## config.mk

```make
export PLATFORM = sky130hd
export DESIGN_NAME = booth_arbiter_flat
export DESIGN_NICKNAME = d
export VERILOG_FILES = /design/src/rtl/booth_arbiter_if.sv /design/src/rtl/booth_arbiter.sv /design/src/flat_wrapper.sv
export SDC_FILE = /design/constraint.sdc
export NUM_CORES = 1
export LEC_CHECK = 0
export BUFFER_PORTS_ARGS = -buffer_cell sky130_fd_sc_hd__buf_2
export CAP_MARGIN = 20
export CORE_UTILIZATION = 46
export CTS_CLUSTER_DIAMETER = 60
export DETAILED_ROUTE_END_ITERATION = 10
export GPL_TIMING_DRIVEN = 0
export PLACE_DENSITY = 0.82
export RECOVER_POWER = 25
export SLEW_MARGIN = 10
export SYNTH_ARGS = -nofsm -noshare
export SYNTH_HDL_FRONTEND = slang
export SYNTH_SLANG_ARGS = --single-unit
```

## constraint.sdc

```tcl
create_clock -name Clock -period 5.3 [get_ports Clock]
set_input_delay 0.795 -clock Clock [delete_from_list [all_inputs] [get_ports Clock]]
set_output_delay 0.795 -clock Clock [all_outputs]
set_load 0.02 [all_outputs]
```

## src/rtl/booth_arbiter_if.sv

```systemverilog
// booth_arbiter_if: bundles the requester-side and multiplier-side buses of booth_arbiter.
//   slave  modport: the arbiter (takes requests, drives the multiplier Request/operands).
//   master modport: the environment (requesters plus the Booth multiplier).
//   req/op_a/op_b/ack/result/grant_id/busy   requester side
//   mul_request/mul_a/mul_b/mul_done/mul_product   multiplier handshake
interface booth_arbiter_if #(
    parameter int unsigned N_LEN = 8,
    parameter int unsigned N_REQ = 4
);
    localparam int unsigned RW = (N_REQ > 1) ? $clog2(N_REQ) : 1;

    logic [N_REQ-1:0]       req;
    logic [N_REQ*N_LEN-1:0] op_a;
    logic [N_REQ*N_LEN-1:0] op_b;
    logic [N_REQ-1:0]       ack;
    logic [2*N_LEN-1:0]     result;
    logic [RW-1:0]          grant_id;
    logic                   busy;
    logic                   mul_request;
    logic [N_LEN-1:0]       mul_a;
    logic [N_LEN-1:0]       mul_b;
    logic                   mul_done;
    logic [2*N_LEN-1:0]     mul_product;

    modport slave (
        input  req, op_a, op_b, mul_done, mul_product,
        output ack, result, grant_id, busy, mul_request, mul_a, mul_b
    );

    modport master (
        output req, op_a, op_b, mul_done, mul_product,
        input  ack, result, grant_id, busy, mul_request, mul_a, mul_b
    );
endinterface

```

## src/rtl/booth_arbiter.sv

```systemverilog
// booth_arbiter: shares one Booth multiplier between N_REQ requesters.
// Round-robin arbitration, operand latch, Request/Done handshake, product capture and a
// one-cycle one-hot ack back to the winner.
//   Clock   rising-edge system clock
//   nReset  asynchronous active-low reset
//   bus     booth_arbiter_if.slave (requester bus + multiplier handshake)
module booth_arbiter #(
    parameter int unsigned N_LEN = 8,
    parameter int unsigned N_REQ = 4
) (
    input logic               Clock,
    input logic               nReset,
    booth_arbiter_if.slave    bus
);
    localparam int unsigned RW = (N_REQ > 1) ? $clog2(N_REQ) : 1;

    typedef enum logic [2:0] {
        StIdle,
        StIssue,
        StWaitStart,
        StWaitDone,
        StRespond
    } state_e;

    state_e               state_q, state_d;
    logic [RW-1:0]        last_q;
    logic [RW-1:0]        grant_q;
    logic [N_LEN-1:0]     mul_a_q;
    logic [N_LEN-1:0]     mul_b_q;
    logic [2*N_LEN-1:0]   result_q;

    logic                 pick_valid;
    logic [RW-1:0]        pick_id;
    logic                 load;
    logic                 capture;

    // Round-robin search. Offsets are walked from farthest to nearest so the last hit
    // written is the nearest set bit after last_q.
    always_comb begin : rr_search
        logic [RW-1:0] idx;
        idx        = '0;
        pick_valid = 1'b0;
        pick_id    = '0;
        for (int k = N_REQ; k >= 1; k--) begin
            idx = RW'((32'(last_q) + 32'(k)) % N_REQ);
            if (bus.req[idx]) begin
                pick_valid = 1'b1;
                pick_id    = idx;
            end
        end
    end

    // Next-state logic; the arbiter only issues while the multiplier reports idle.
    always_comb begin
        state_d = state_q;
        unique case (state_q)
            StIdle:      if (pick_valid && bus.mul_done) state_d = StIssue;
            StIssue:     state_d = StWaitStart;
            StWaitStart: if (!bus.mul_done) state_d = StWaitDone;
            StWaitDone:  if (bus.mul_done) state_d = StRespond;
            StRespond:   state_d = StIdle;
            default:     state_d = StIdle;
        endcase
    end

    assign load    = (state_q == StIdle) && pick_valid && bus.mul_done;
    assign capture = (state_q == StWaitDone) && bus.mul_done;

    always_ff @(posedge Clock or negedge nReset) begin
        if (!nReset) begin
            state_q  <= StIdle;
            last_q   <= RW'(N_REQ - 1);
            grant_q  <= '0;
            mul_a_q  <= '0;
            mul_b_q  <= '0;
            result_q <= '0;
        end else begin
            state_q <= state_d;
            if (load) begin
                last_q  <= pick_id;
                grant_q <= pick_id;
                mul_a_q <= bus.op_a[32'(pick_id)*N_LEN +: N_LEN];
                mul_b_q <= bus.op_b[32'(pick_id)*N_LEN +: N_LEN];
            end
            if (capture) begin
                result_q <= bus.mul_product;
            end
        end
    end

    // Handshake outputs decode registered state only.
    assign bus.mul_request = (state_q == StIssue);
    assign bus.busy        = (state_q != StIdle);
    assign bus.ack         = (state_q == StRespond) ? (N_REQ'(1) << grant_q) : '0;
    assign bus.grant_id    = grant_q;
    assign bus.mul_a       = mul_a_q;
    assign bus.mul_b       = mul_b_q;
    assign bus.result      = result_q;
endmodule
```

## src/flat_wrapper.sv

```systemverilog
// flat-port wrapper written by rule: the top's interface ports become plain ports
module booth_arbiter_flat 
#(
    parameter int unsigned N_LEN = 8,
    parameter int unsigned N_REQ = 4
)
  (Clock, nReset, bus_req, bus_op_a, bus_op_b, bus_mul_done, bus_mul_product, bus_ack, bus_result, bus_grant_id, bus_busy, bus_mul_request, bus_mul_a, bus_mul_b);
  booth_arbiter_if #(.N_LEN(N_LEN), .N_REQ(N_REQ)) bus_i ();
  input logic Clock;
  input logic nReset;
  input wire logic [$bits(bus_i.req)-1:0] bus_req;
  input wire logic [$bits(bus_i.op_a)-1:0] bus_op_a;
  input wire logic [$bits(bus_i.op_b)-1:0] bus_op_b;
  input wire logic [$bits(bus_i.mul_done)-1:0] bus_mul_done;
  input wire logic [$bits(bus_i.mul_product)-1:0] bus_mul_product;
  output wire logic [$bits(bus_i.ack)-1:0] bus_ack;
  output wire logic [$bits(bus_i.result)-1:0] bus_result;
  output wire logic [$bits(bus_i.grant_id)-1:0] bus_grant_id;
  output wire logic [$bits(bus_i.busy)-1:0] bus_busy;
  output wire logic [$bits(bus_i.mul_request)-1:0] bus_mul_request;
  output wire logic [$bits(bus_i.mul_a)-1:0] bus_mul_a;
  output wire logic [$bits(bus_i.mul_b)-1:0] bus_mul_b;
  assign bus_i.req = bus_req;
  assign bus_i.op_a = bus_op_a;
  assign bus_i.op_b = bus_op_b;
  assign bus_i.mul_done = bus_mul_done;
  assign bus_i.mul_product = bus_mul_product;
  assign bus_ack = bus_i.ack;
  assign bus_result = bus_i.result;
  assign bus_grant_id = bus_i.grant_id;
  assign bus_busy = bus_i.busy;
  assign bus_mul_request = bus_i.mul_request;
  assign bus_mul_a = bus_i.mul_a;
  assign bus_mul_b = bus_i.mul_b;
  booth_arbiter #(.N_LEN(N_LEN), .N_REQ(N_REQ)) u_core (.Clock(Clock), .nReset(nReset), .bus(bus_i));
endmodule
```

**Word level (Yosys, flattened, before mapping)**

Cells that the tools add are included.

- Input bits: 87
- Register bits: 39
- Output and inout bits: 40
- Word-level logic and storage cells: 52

- Muxes and demuxes: 21
- Equal/unequal tests: 7
- Reductions and logical operators: 7
- Shift operators: 3
- Magnitude comparators: 4
- Add/sub/neg operators: 4

Operator list:

| cell | number |
|---|---|
| 32-bit by 6-bit indexed part select with 8-bit output | 2 |
| 2-bit by 3-bit < comparator with 1-bit output, second input constant | 4 |
| 3-bit one-hot mux with 4 select lines | 1 |
| 3-bit two-way mux | 3 |
| 1-bit binary-select mux with 2-bit select | 4 |
| 1-bit two-way mux | 8 |
| 2-bit two-way mux | 4 |
| 3-bit by 2-bit == test with 1-bit output, second input constant | 2 |
| 2-bit by 1-bit adder with 2-bit output, second input constant | 2 |
| 2-bit adder, second input constant | 2 |
| 1-bit logical AND | 4 |
| 4-bit two-way mux | 1 |
| 2-bit != test, second input constant | 2 |
| 1-bit by 2-bit << shifter with 4-bit output, first input constant | 1 |
| 3-bit by 1-bit == test with 1-bit output, second input constant | 1 |
| 3-bit == test, second input constant | 1 |
| 3-bit zero test | 1 |
| 3-bit AND reduction | 1 |
| 3-bit nonzero test | 1 |
| 2-bit by 1-bit != test with 1-bit output, second input constant | 1 |

**Depth between registers and ports, before layout**

Gate-level depths: netlist of the first run.

- Depth after elaboration: 10
- Gate-level depth with buffers: 7
- Gate-level depth less buffers: 5

**Least setup slack after synthesis of the first run**

Ideal clock, no wire load.

- Kind: input to register
- Start point: input port bus_req[2]
- End point: register u_core.mul_a_q[0] (netlist: u_core.bus.mul_a[0])
- Slack: 3.157 ns
- Required time: 5.206 ns
- Buffers on the path: 2
- Library setup time: 0.094 ns
- Cell stages on the path: 7
- Arrival time: 2.050 ns
- Cells stage by stage: or4_4 nand2_2 nor2_1 and2_1 buf_6 buf_6 a221oi_2

- Cells in the longest elaborated chain, start to end: 8
- Elaborated cells between the ends (all ways): 19
- Classes of those cells: shift (1); mux (16); reduce/logical (2)

RTL lines:

| item | line | RTL |
|---|---|---|
| start, declared | flat_wrapper.sv:11 | `input wire logic [$bits(bus_i.req)-1:0] bus_req;` |
| parallel branches: the longest is 8 deep, another holds 32-bit by 6-bit indexed part select with 8-bit output | -- |  |
| end signal, assigned | booth_arbiter.sv:82 | `mul_a_q <= bus.op_a[32'(pick_id)*N_LEN +: N_LEN];` |
| end, declared | booth_arbiter.sv:28 | `logic [N_LEN-1:0] mul_a_q;` |

Parallel ways; which one is timed is not known. The select of a mux whose other input is x is not followed.
A chain may end at the register's enable or synchronous reset.

**Worst setup path in the final report of the first run**

- Start point: register u_core.state_q[1]
- End point: output port bus_ack[0]

- Cells in the longest elaborated chain, start to end: 2

RTL lines:

| item | line | RTL |
|---|---|---|
| start, declared | booth_arbiter.sv:25 | `state_e state_q, state_d;` |
| start signal, assigned | booth_arbiter.sv:71 | `state_q <= StIdle;` |
| start signal, assigned | booth_arbiter.sv:78 | `state_q <= state_d;` |
| 3-bit == test | booth_arbiter.sv:94 | `assign bus.ack = (state_q == StRespond) ? (N_REQ'(1) << grant_q) : '0;` |
| 4-bit two-way mux | booth_arbiter.sv:94 |  |
| end, declared | flat_wrapper.sv:16 | `output wire logic [$bits(bus_i.ack)-1:0] bus_ack;` |

No other way between the ends.

==> results by group, run 1 <==
Status
  – Outcome: finished with violations
  – Violated checks: max-capacitance violations, max-slew violations

Route
  – Number of remaining DRC errors: 0
  – Total iterations of the first detailed-routing run: 4
  – Drt wl/cell: 13.06 um
  – Total wire length: just over 5000 um
  – First DRT Iteration DRCs: 42
  – Drt via density: 5.010
  – Post-route antenna net violation count: 0
  – Number of vias in the routed layout: 1954

GRT
  – Met2 track demand over resource in global routing: a little under two fifths
  – Aggregate global routing overflow: 0
  – Highest-utilization routing layer at the global route stage: met2
  – Number of antenna violations at the first check in global routing: 0
  – Tot GR Track Use: between 20% and 30%
  – Global routing met1 resource utilization: between 20% and 30%
  – GRT met3 Usage: under 10%
  – Via count of the first global-routing pass: ~1900
  – Wire length of the first global-routing pass: roughly 8400 um
  – Maximum number of pins on one net before global-route repair: 40

Yosys
  – Syn Nets: roughly 290
  – Sequential-to-total area share from yosys stat: 47.37%
  – Avg Inst Size Synth: 10.13 sq um
  – Total of warnings raised by yosys: 0
  – Netlist area before placement: slightly above 0.002 sq mm
  – Top cell type's share of synthesized area: between 40% and 50%
  – Top cells by area in the synthesized netlist: dfrtp_1 (45%), mux2i_1 (16%), nand2_1 (9.1%)
  – #FFs+latches synth: 39
  – Cell count after synthesis: ~200
  – Biggest area consumer among synthesized cells: dfrtp_1
  – Unique cell type count in the Yosys netlist: 31

Clocking
  – Number of buffers added by the clock tree synthesis step: 5
  – Clock tree root driver cell: clkbuf_8
  – Hold Buf Count CTS: 0
  – Worst skew pair latency: around 0.28 ns
  – CTS tree: built
  – TritonCTS Sinks: 39
  – CTS clock-pin slew for the worst setup and hold paths: around 0.07 ns
  – Deepest level of the CTS H-tree: 2
  – Post-cts sizing count: 0
  – Maximum clock insertion buffer count: 2
  – Setup fix buffers added after clock tree synthesis: 0

Timing
  – Timing-limited maximum frequency: 453.5 MHz
  – Final hold violations: 0
  – Unrepaired setup endpoints after global routing: no
  – Worst slew margin relative to its limit: -31.27%
  – Setup TNS after final layout: 0 ns
  – Number of slew-limit violations in the final report: 40
  – Post-route worst hold slack: 0.4730 ns
  – Final critical-path setup slack: 3.095 ns
  – Final critical-path share of the clock period: between 40% and 50%
  – Post-layout minimum cycle time: ~2.2 ns
  – Worst slew pin tran: about 2 ns
  – Clock skew: between 0.002 and 0.003 ns
  – Endpoints failing setup: 0

Setup path
  – Required time worst endpoint: between 4 and 5 ns
  – Kind of end point of the critical path: primary output
  – Kind of start point of the critical path: flip-flop
  – Critical path arrival: between 1 and 1.5 ns
  – Critical Setup Path Class: reg -> out
  – Critical Path Fanout Max: 5

Run
  – Max-capacitance violation count: 1

Power
  – Largest voltage drop on the vdd net: around 0.00033 V
  – Overall Power: roughly 0.0015 W
  – Total power density per cell area: roughly 540 mW/mm^2
  – Cell leakage power: between 1.5 and 2 nW

Placement
  – Total half-perimeter wirelength after legalization and detailed placement: about 4000 um
  – Weighted congestion reported at the end of routability-driven placement: approximately 0.75
  – Worst slack at placement: slightly below 3 ns
  – Quantity of I/O buffers inserted on ports: around 130
  – Placed cell areas: roughly 0.0028 sq mm

Final layout
  – Most common library cell in the layout ignoring fill and taps: buf_2
  – NumNets Final: around 420
  – Number of filler instances in the final layout: 359
  – Share of cells above drive strength 1: ~46%
  – Leading cell types in the layout, fill and taps excluded: buf_2 (125), nand2_1 (50), dfrtp_1 (37)
  – Antenna diode count: 0
  – Final standard cell area without fillers: between 0.002 and 0.003 sq mm
  – Post-synthesis to final-layout area growth: 38.40%

Floorplanning
  – Total core area: ~0.0043 sq mm
  – IO Pins: about 130
  – Total number of placement rows: 24
  – Initial standard-cell utilization of the core: between 40% and 50%
  – Area of the die: 0.004762 sq mm
  – Width of the chip: 69.01 um
  – Die height: around 70 um

Hold path
  – Class of the tightest hold or removal check: reg -> reg
[registers in the layout, summed over array words and instances (netlist names)]
register	count
u_core.bus.mul_a	8
u_core.bus.result	16
u_core.bus.grant_id	2
u_core.state_q	3
u_core.last_q	2
u_core.bus.mul_b	8
[routing by layer]
metal,wire [um],up-vias
met5,0,-
met4,53,0
met3,471,5
met2,2409,90
met1,2161,887
li1,-,972
[stage by stage]
stage               cells  utilization [%]
detailed placement    382            63.86
CTS                   390            66.17
finish                390            66.12
floorplan             204                -
global placement      382            63.86
global route          390            66.12
[final timing paths]
| path | end | from | slack (ns) | depth (start not counted) |
|---|---|---|---|---|
| worst max-delay path | bus_ack[0] | u_core.state_q[1]$_DFFE_PN0P_ | 3.09 | 4 |
| worst min-delay path | u_core.bus.result[3]$_DFFE_PN0P_ | u_core.bus.result[3]$_DFFE_PN0P_ | 0.47 | 2 |
| worst max register to register | u_core.bus.mul_a[7]$_DFFE_PN0P_ | u_core.last_q[1]$_DFFE_PN1P_ | 3.43 | 7 |
| worst min register to register | u_core.bus.result[3]$_DFFE_PN0P_ | u_core.bus.result[3]$_DFFE_PN0P_ | 0.47 | 2 |
| max in group asynchronous | u_core.bus.result[11]$_DFFE_PN0P_ | nReset | 3.11 | 1 |
| min in group asynchronous | u_core.bus.result[13]$_DFFE_PN0P_ | nReset | 1.05 | 1 |
[Yosys cell counts (all sizes together)]
cell type / instances
nand2: 51
dfrtp: 37
mux2i: 33
nor2: 24
a221oi: 16
buf: 9
a21oi: 4
clkbuf: 3
nand2b: 3
nand3: 3
nor3: 3
a21o: 2
dfstp: 2
inv: 2
o21ai: 2
a211oi: 1
a22oi: 1
and2: 1
and3: 1
clkinv: 1
nor3b: 1
o221a: 1
or2: 1
or3: 1
or4: 1
[power by group]
part | internal [W] | switching (W) | leakage, nW
Clock | 0.000119 | 0.0000975 | 0.0515
Sequential | 0.000444 | 0.0000879 | 0.459
Combinational | 0.000321 | 0.000461 | 1.06
Total | 0.000883 | 0.000647 | 1.58
[critical path: stages (launching register included)]
cell     delay (ns)
dfrtp_1        0.42
nor2_1         0.25
nand2_1        0.11
nor3_1         0.15
buf_2          0.20
[cell families after synthesis]
kind of cell,share of synthesized area [%]
buf+inv,5.148
flops,47.37
mux,15.99
compound gates,12.66
simple gates,18.84
[area by class of cell]
cell class                      instances  area [sq um]  area share, %
Inverter                                3         11.26         0.3939
Multi-Input combinational cell        150         980.9          34.31
Tap cell                               52         65.06          2.276
Clock buffer                            8         100.1          3.501
Sequential cell                        39         978.4          34.22
Buffer                                 12         95.09          3.326
Timing Repair Buffer                  126         628.1          21.97
Power figures use the tool's default switching activity.
==> run 2, diff against run 1 <==
- CORE_UTILIZATION: 46 -> 39
- PLACE_DENSITY: 0.82 -> 0.74
- clock period: 5.3 -> 2 ns (I/O delays scaled with it)
==> results by group, run 2 (synthesis results as in run 1) <==
Placement
  – Worst slack at placement: around 0.11 ns
  – Placed cell areas: between 0.002 and 0.003 sq mm
  – Placed cells: 400
  – Total half-perimeter wirelength after legalization and detailed placement: approximately 4100 um
  – Quantity of I/O buffers inserted on ports: between 100 and 150
  – Weighted congestion reported at the end of routability-driven placement: 0.7844

Route
  – Number of vias in the routed layout: between 1500 and 2000
  – Drt via density: 4.870
  – Number of remaining DRC errors: 0
  – Total iterations of the first detailed-routing run: 4
  – Total wire length: roughly 5400 um
  – First DRT Iteration DRCs: 50
  – Post-route antenna net violation count: 0
  – Drt wl/cell: roughly 13 um

Setup path
  – Critical R2R Capture: u_core.bus.mul_b[1]$_DFFE_PN0P_
  – Worst flop-to-flop path startpoint: u_core.last_q[1]$_DFFE_PN1P_
  – Crit path largest cell delay: about 0.6 ns
  – Number of cell instances on the worst register-to-register path: 7
  – Most used cell, CP: buf_6
  – Kind of end point of the critical path: flip-flop
  – Reg-to-reg slack, setup: 0.14 ns
  – Kind of start point of the critical path: flip-flop
  – Critical path, cell by cell: nand2_1 > a22oi_1 > o221a_2 > buf_6 > buf_6 > mux2i_1 > a221oi_2
  – Critical Setup Path Class: reg -> reg
  – Critical path arrival: ~2 ns
  – Critical Path Fanout Max: 10
  – Critical Path Slowest Stage Cell: dfstp_2
  – Required time worst endpoint: around 2.2 ns

Timing
  – Unrepaired setup endpoints after global routing: no
  – Timing-limited maximum frequency: approximately 540 MHz
  – Final critical-path setup slack: 0.1411 ns
  – Number of slew-limit violations in the final report: 0
  – Worst slew margin relative to its limit: between 30% and 40%
  – Post-route worst hold slack: 0.1490 ns
  – Final hold violations: 0
  – Clock skew: ~0.0088 ns
  – Endpoints failing setup: 0
  – Post-layout minimum cycle time: about 1.9 ns
  – Worst slew pin tran: ~0.96 ns
  – Setup TNS after final layout: 0 ns
  – Final critical-path share of the clock period: between 90 and 100%

Run
  – Max-capacitance violation count: 0

Hold path
  – Class of the tightest hold or removal check: in -> async

Clocking
  – TritonCTS Sinks: 39
  – Maximum clock insertion buffer count: 2
  – Deepest level of the CTS H-tree: 2
  – CTS clock-pin slew for the worst setup and hold paths: 0.08 ns
  – Number of buffers added by the clock tree synthesis step: 5
  – Clock tree root driver cell: clkbuf_8
  – CTS tree: built
  – Worst skew pair latency: around 0.29 ns

Power
  – Total power density per cell area: around 1400 mW/mm^2
  – Cell leakage power: approximately 1.6 nW
  – Largest voltage drop on the vdd net: around 0.00072 V
  – Switching part of the total power: a little over two fifths
  – Register share of total power: between 30% and 40%
  – Cell internal power dissipation: 0.002448 W
  – Combinational share of power: roughly half
  – P_sw: 0.001777 W
  – Clock Power Share: roughly 16%

GRT
  – Wire length of the first global-routing pass: 7845 um
  – Maximum number of pins on one net before global-route repair: 40
  – Met2 track demand over resource in global routing: 32.03%
  – Global routing met1 resource utilization: a little under a quarter
  – GRT met3 Usage: between 5 and 6%
  – Number of antenna violations at the first check in global routing: 0
  – Highest-utilization routing layer at the global route stage: met2
  – Aggregate global routing overflow: 0
  – Via count of the first global-routing pass: around 1800
  – Tot GR Track Use: 19.12%

Final layout
  – Leading cell types in the layout, fill and taps excluded: buf_2 (126), nand2_1 (50), dfrtp_1 (37)
  – NumNets Final: between 400 and 500
  – Antenna diode count: 0
  – Share of cells above drive strength 1: 47.63%
  – Number of filler instances in the final layout: approximately 450
  – Max FFs per register: 16
  – Final standard cell area without fillers: about 0.0029 sq mm
  – Non-Filler Instances: 408
  – Post-synthesis to final-layout area growth: 41.43%
  – Most common library cell in the layout ignoring fill and taps: buf_2

Floorplanning
  – Die height: ~75 um
  – Total number of placement rows: 26
  – IO Pins: 127
  – Width of the chip: ~75 um
  – Initial standard-cell utilization of the core: between 40% and 50%
  – Area of the die: approximately 0.0056 sq mm
  – Total core area: ~0.005 sq mm

Status
  – Outcome: finished clean
## run 2: cell count changes in the layout (fill, tap and decap cells not counted)
cell,before,now
a221oi_1,8,6
a221oi_2,8,10
buf_2,125,126
buf_4,1,0
buf_8,0,1
bufinv_16,0,1
clkbuf_1,6,3
clkbuf_2,0,1
clkbuf_8,7,6
clkinv_1,1,0
clkinv_2,0,1
inv_2,0,1
## run 2: per-stage QoR
| step | power, W | util (%) |
|---|---|---|
| after floorplan | 0.002845 | - |
| after global placement | 0.003478 | 54.51 |
| after detailed placement | 0.003533 | 54.51 |
| after CTS | 0.004226 | 56.81 |
| after global routing | 0.004517 | 57.20 |
| final | 0.004225 | 57.20 |
## run 2: power by group through the flow
stage	Clock, W	Combinational, W	Sequential, W
6_report	0.000688	0.00212	0.00142
5_1_grt	0.000737	0.00232	0.00146
2_1_floorplan	0	0.00104	0.00180
4_1_cts	0.000697	0.00211	0.00142
3_5_place_dp	0	0.00212	0.00142
3_3_place_gp	0	0.00207	0.00141
## run 2: how the worst max path moves through the flow
stage / start / slack, ns / depth (start not counted) / end
finish: u_core.last_q[1]$_DFFE_PN1P_ / 0.14 / 7 / u_core.bus.mul_b[1]$_DFFE_PN0P_
global route: u_core.last_q[1]$_DFFE_PN1P_ / 0.006 / 7 / u_core.bus.mul_a[0]$_DFFE_PN0P_
CTS: u_core.last_q[1]$_DFFE_PN1P_ / 0.1 / 7 / u_core.bus.mul_a[2]$_DFFE_PN0P_
detailed placement: u_core.last_q[1]$_DFFE_PN1P_ / 0.11 / 7 / u_core.bus.mul_a[2]$_DFFE_PN0P_
global placement: bus_req[2] / 0.14 / 8 / u_core.bus.mul_a[0]$_DFFE_PN0P_
floorplan: u_core.state_q[1]$_DFFE_PN0P_ / 0.28 / 5 / u_core.bus.mul_b[3]$_DFFE_PN0P_
## run 2: area by class of cell
type                            instances  area (sq um)  share of cell area (%)
Clock buffer                            6         82.58                   2.827
Buffer                                 12         102.6                   3.512
Inverter                                3         11.26                  0.3854
Tap cell                               70         87.58                   2.998
Sequential cell                        39         978.4                   33.49
Multi-Input combinational cell        150         993.5                   34.00
Clock inverter                          2         35.03                   1.199
Timing Repair Buffer                  126         630.6                   21.58
## run 2: layer usage
layer / up-vias / routed length [um]
met5: - / 0
met2: 98 / 2585
li1: 976 / -
met4: 0 / 74
met3: 7 / 403
met1: 906 / 2374
## run 2: worst max-delay path, delay by kind of cell (launching register included)
family	cells	cell delay, ns
mux	1	0.27
compound gates	3	0.49
simple gates	1	0.06
buf+inv	2	0.34
flops	1	0.59
## run 2: timing repair
item	in CTS	in global routing
gates resized for setup	0	5
hold buffers	0	0
setup buffers	0	0
setup endpoints to repair	0	13
==> run 3, diff against run 2 <==
- REMOVE_ABC_BUFFERS: default -> 1
==> results by group, run 3 (synthesis results as in run 1) <==
Timing
  – Timing-limited maximum frequency: around 530 MHz
  – Clock skew: around 0.0055 ns
  – Final critical-path share of the clock period: between 90% and 100%
  – Final critical-path setup slack: around 0.095 ns
  – Number of slew-limit violations in the final report: 0
  – Final hold violations: 0
  – Worst slew margin relative to its limit: a little over a third
  – Post-layout minimum cycle time: 1.905 ns
  – Unrepaired setup endpoints after global routing: yes
  – Endpoints failing setup: 0
  – Worst slew pin tran: 0.9692 ns

Floorplanning
  – IO Pins: 127
  – Total core area: between 0.005 and 0.006 sq mm
  – Width of the chip: 74.78 um
  – Area of the die: ~0.0056 sq mm
  – Die height: roughly 75 um
  – Initial standard-cell utilization of the core: 40.45%
  – Total number of placement rows: 26

Clocking
  – Deepest level of the CTS H-tree: 2
  – CTS tree: built
  – Clock tree root driver cell: clkbuf_8
  – Worst skew pair latency: around 0.29 ns
  – TritonCTS Sinks: 39
  – Hold Buf Count CTS: 0
  – Number of buffers added by the clock tree synthesis step: 5
  – Maximum clock insertion buffer count: 2
  – CTS clock-pin slew for the worst setup and hold paths: about 0.070 ns

Route
  – Number of vias in the routed layout: ~2000
  – Drt wl/cell: 13.25 um
  – First DRT Iteration DRCs: 47
  – Post-route antenna net violation count: 0
  – Number of remaining DRC errors: 0
  – Total iterations of the first detailed-routing run: 4
  – Total wire length: 5354 um
  – Drt via density: 4.879

Placement
  – Worst slack at placement: -0.7915 ns
  – Quantity of I/O buffers inserted on ports: ~130
  – Total half-perimeter wirelength after legalization and detailed placement: 3537 um
  – Weighted congestion reported at the end of routability-driven placement: ~0.76

Final layout
  – Antenna diode count: 0
  – Footprint of the multi-input gates: about 0.0010 sq mm
  – Leading cell types in the layout, fill and taps excluded: buf_2 (125), nand2_1 (50), dfrtp_1 (37)
  – Share of cells above drive strength 1: between 40% and 50%
  – Most common library cell in the layout ignoring fill and taps: buf_2
  – Max FFs per register: 16
  – Final cell utilization of the core: about 58%
  – Post-synthesis to final-layout area growth: 42.70%
  – Number of filler instances in the final layout: 480
  – Sequential cell area: 978.4 sq um
  – NumNets Final: 420

GRT
  – Aggregate global routing overflow: 0
  – Maximum number of pins on one net before global-route repair: 40
  – Wire length of the first global-routing pass: 7762 um
  – Via count of the first global-routing pass: around 1700
  – Tot GR Track Use: a little under a fifth
  – Number of antenna violations at the first check in global routing: 0

Setup path
  – Kind of end point of the critical path: flip-flop
  – Critical Setup Path Class: reg -> reg
  – Kind of start point of the critical path: flip-flop
  – Critical path arrival: roughly 2.1 ns
  – Required time worst endpoint: between 2 and 2.5 ns
  – Critical Path Fanout Max: 16

Run
  – Max-capacitance violation count: 0

Status
  – Outcome: finished clean

Power
  – Largest voltage drop on the vdd net: between 0.0005 and 0.0006 V
  – Cell leakage power: 1.598 nW
  – Total power density per cell area: between 1000 and 1500 mW/mm^2

Hold path
  – Class of the tightest hold or removal check: in -> async
run 3: changes by cell type in the layout (fill, tap and decap cells not counted), moves of 2 or more:
cell / before / now
clkbuf_1: 3 / 1
buf_6: 6 / 0
a221oi_1: 6 / 8
a221oi_2: 10 / 8
buf_12: 0 / 5
o221a_4: 0 / 2
run 3: path summary, 6_finish.rpt:
| check | start | end | slack, ns | cells past startpoint |
|---|---|---|---|---|
| worst max-delay path | u_core.last_q[1]$_DFFE_PN1P_ | u_core.bus.mul_a[3]$_DFFE_PN0P_ | 0.1 | 5 |
| worst min-delay path | nReset | u_core.bus.result[7]$_DFFE_PN0P_ | 0.15 | 1 |
| worst max register to register | u_core.last_q[1]$_DFFE_PN1P_ | u_core.bus.mul_a[3]$_DFFE_PN0P_ | 0.1 | 5 |
| worst min register to register | u_core.bus.result[10]$_DFFE_PN0P_ | u_core.bus.result[10]$_DFFE_PN0P_ | 0.47 | 2 |
| max in group asynchronous | nReset | u_core.bus.grant_id[0]$_DFFE_PN0P_ | 1.24 | 1 |
| min in group Clock | bus_mul_product[5] | u_core.bus.result[5]$_DFFE_PN0P_ | 0.20 | 3 |
run 3: layer usage:
layer	up-vias	part of all wire, %	GRT usage, %	wire [um]
met5	-	0	0	0
met4	0	0.82	5.031	44
met3	4	4.4	4.150	234
met2	68	51	33.43	2716
met1	926	44	22.92	2358
li1	973	-	-	-
run 3: final cells by class:
| type | instances | share of cell area (%) |
|---|---|---|
| clock buffers | 8 | 3.396 |
| flip-flops and latches | 39 | 33.19 |
| well taps | 70 | 2.971 |
| repair buffers | 132 | 25.04 |
| multi-input cells | 152 | 34.97 |
| inverters | 3 | 0.4244 |
run 3: critical path, cell delays in order (launching register included):
cell	delay (ns)
dfstp_2	0.58
mux2i_1	0.39
o221a_4	0.27
buf_12	0.17
mux2i_1	0.10
a221oi_1	0.29
run 3: per-stage QoR:
stage	power, W	setup TNS [ns]	hold slack (ns)	std cells	area (sq um)
3_5_place_dp	0.003405	-13.61	0.4564	388	2691
2_1_floorplan	0.002750	-8.121	0.004409	192	1971
5_1_grt	0.004458	-0.006499	0.1957	404	2948
4_1_cts	0.004098	-0.01000	0.1519	400	2875
6_report	0.004170	0	0.1496	404	2948
3_3_place_gp	0.003353	-21.57	0.4533	388	2689
run 3: report_power, final:
group / internal, W / switching [W] / total [W]
sequential: 0.00118 / 0.000233 / 0.00141
combinational: 0.000921 / 0.00127 / 0.00219
clock: 0.000315 / 0.000258 / 0.000573
total: 0.00241 / 0.00176 / 0.00417
run 3: timing repair:
item | CTS | global route
resized for setup | 6 | 1
setup buffers | 2 | 4
endpoints found under the hold margin | 0 | 0
pin swaps | 1 | 2
cloned | 2 | 0
endpoints found under the setup margin | 35 | 16
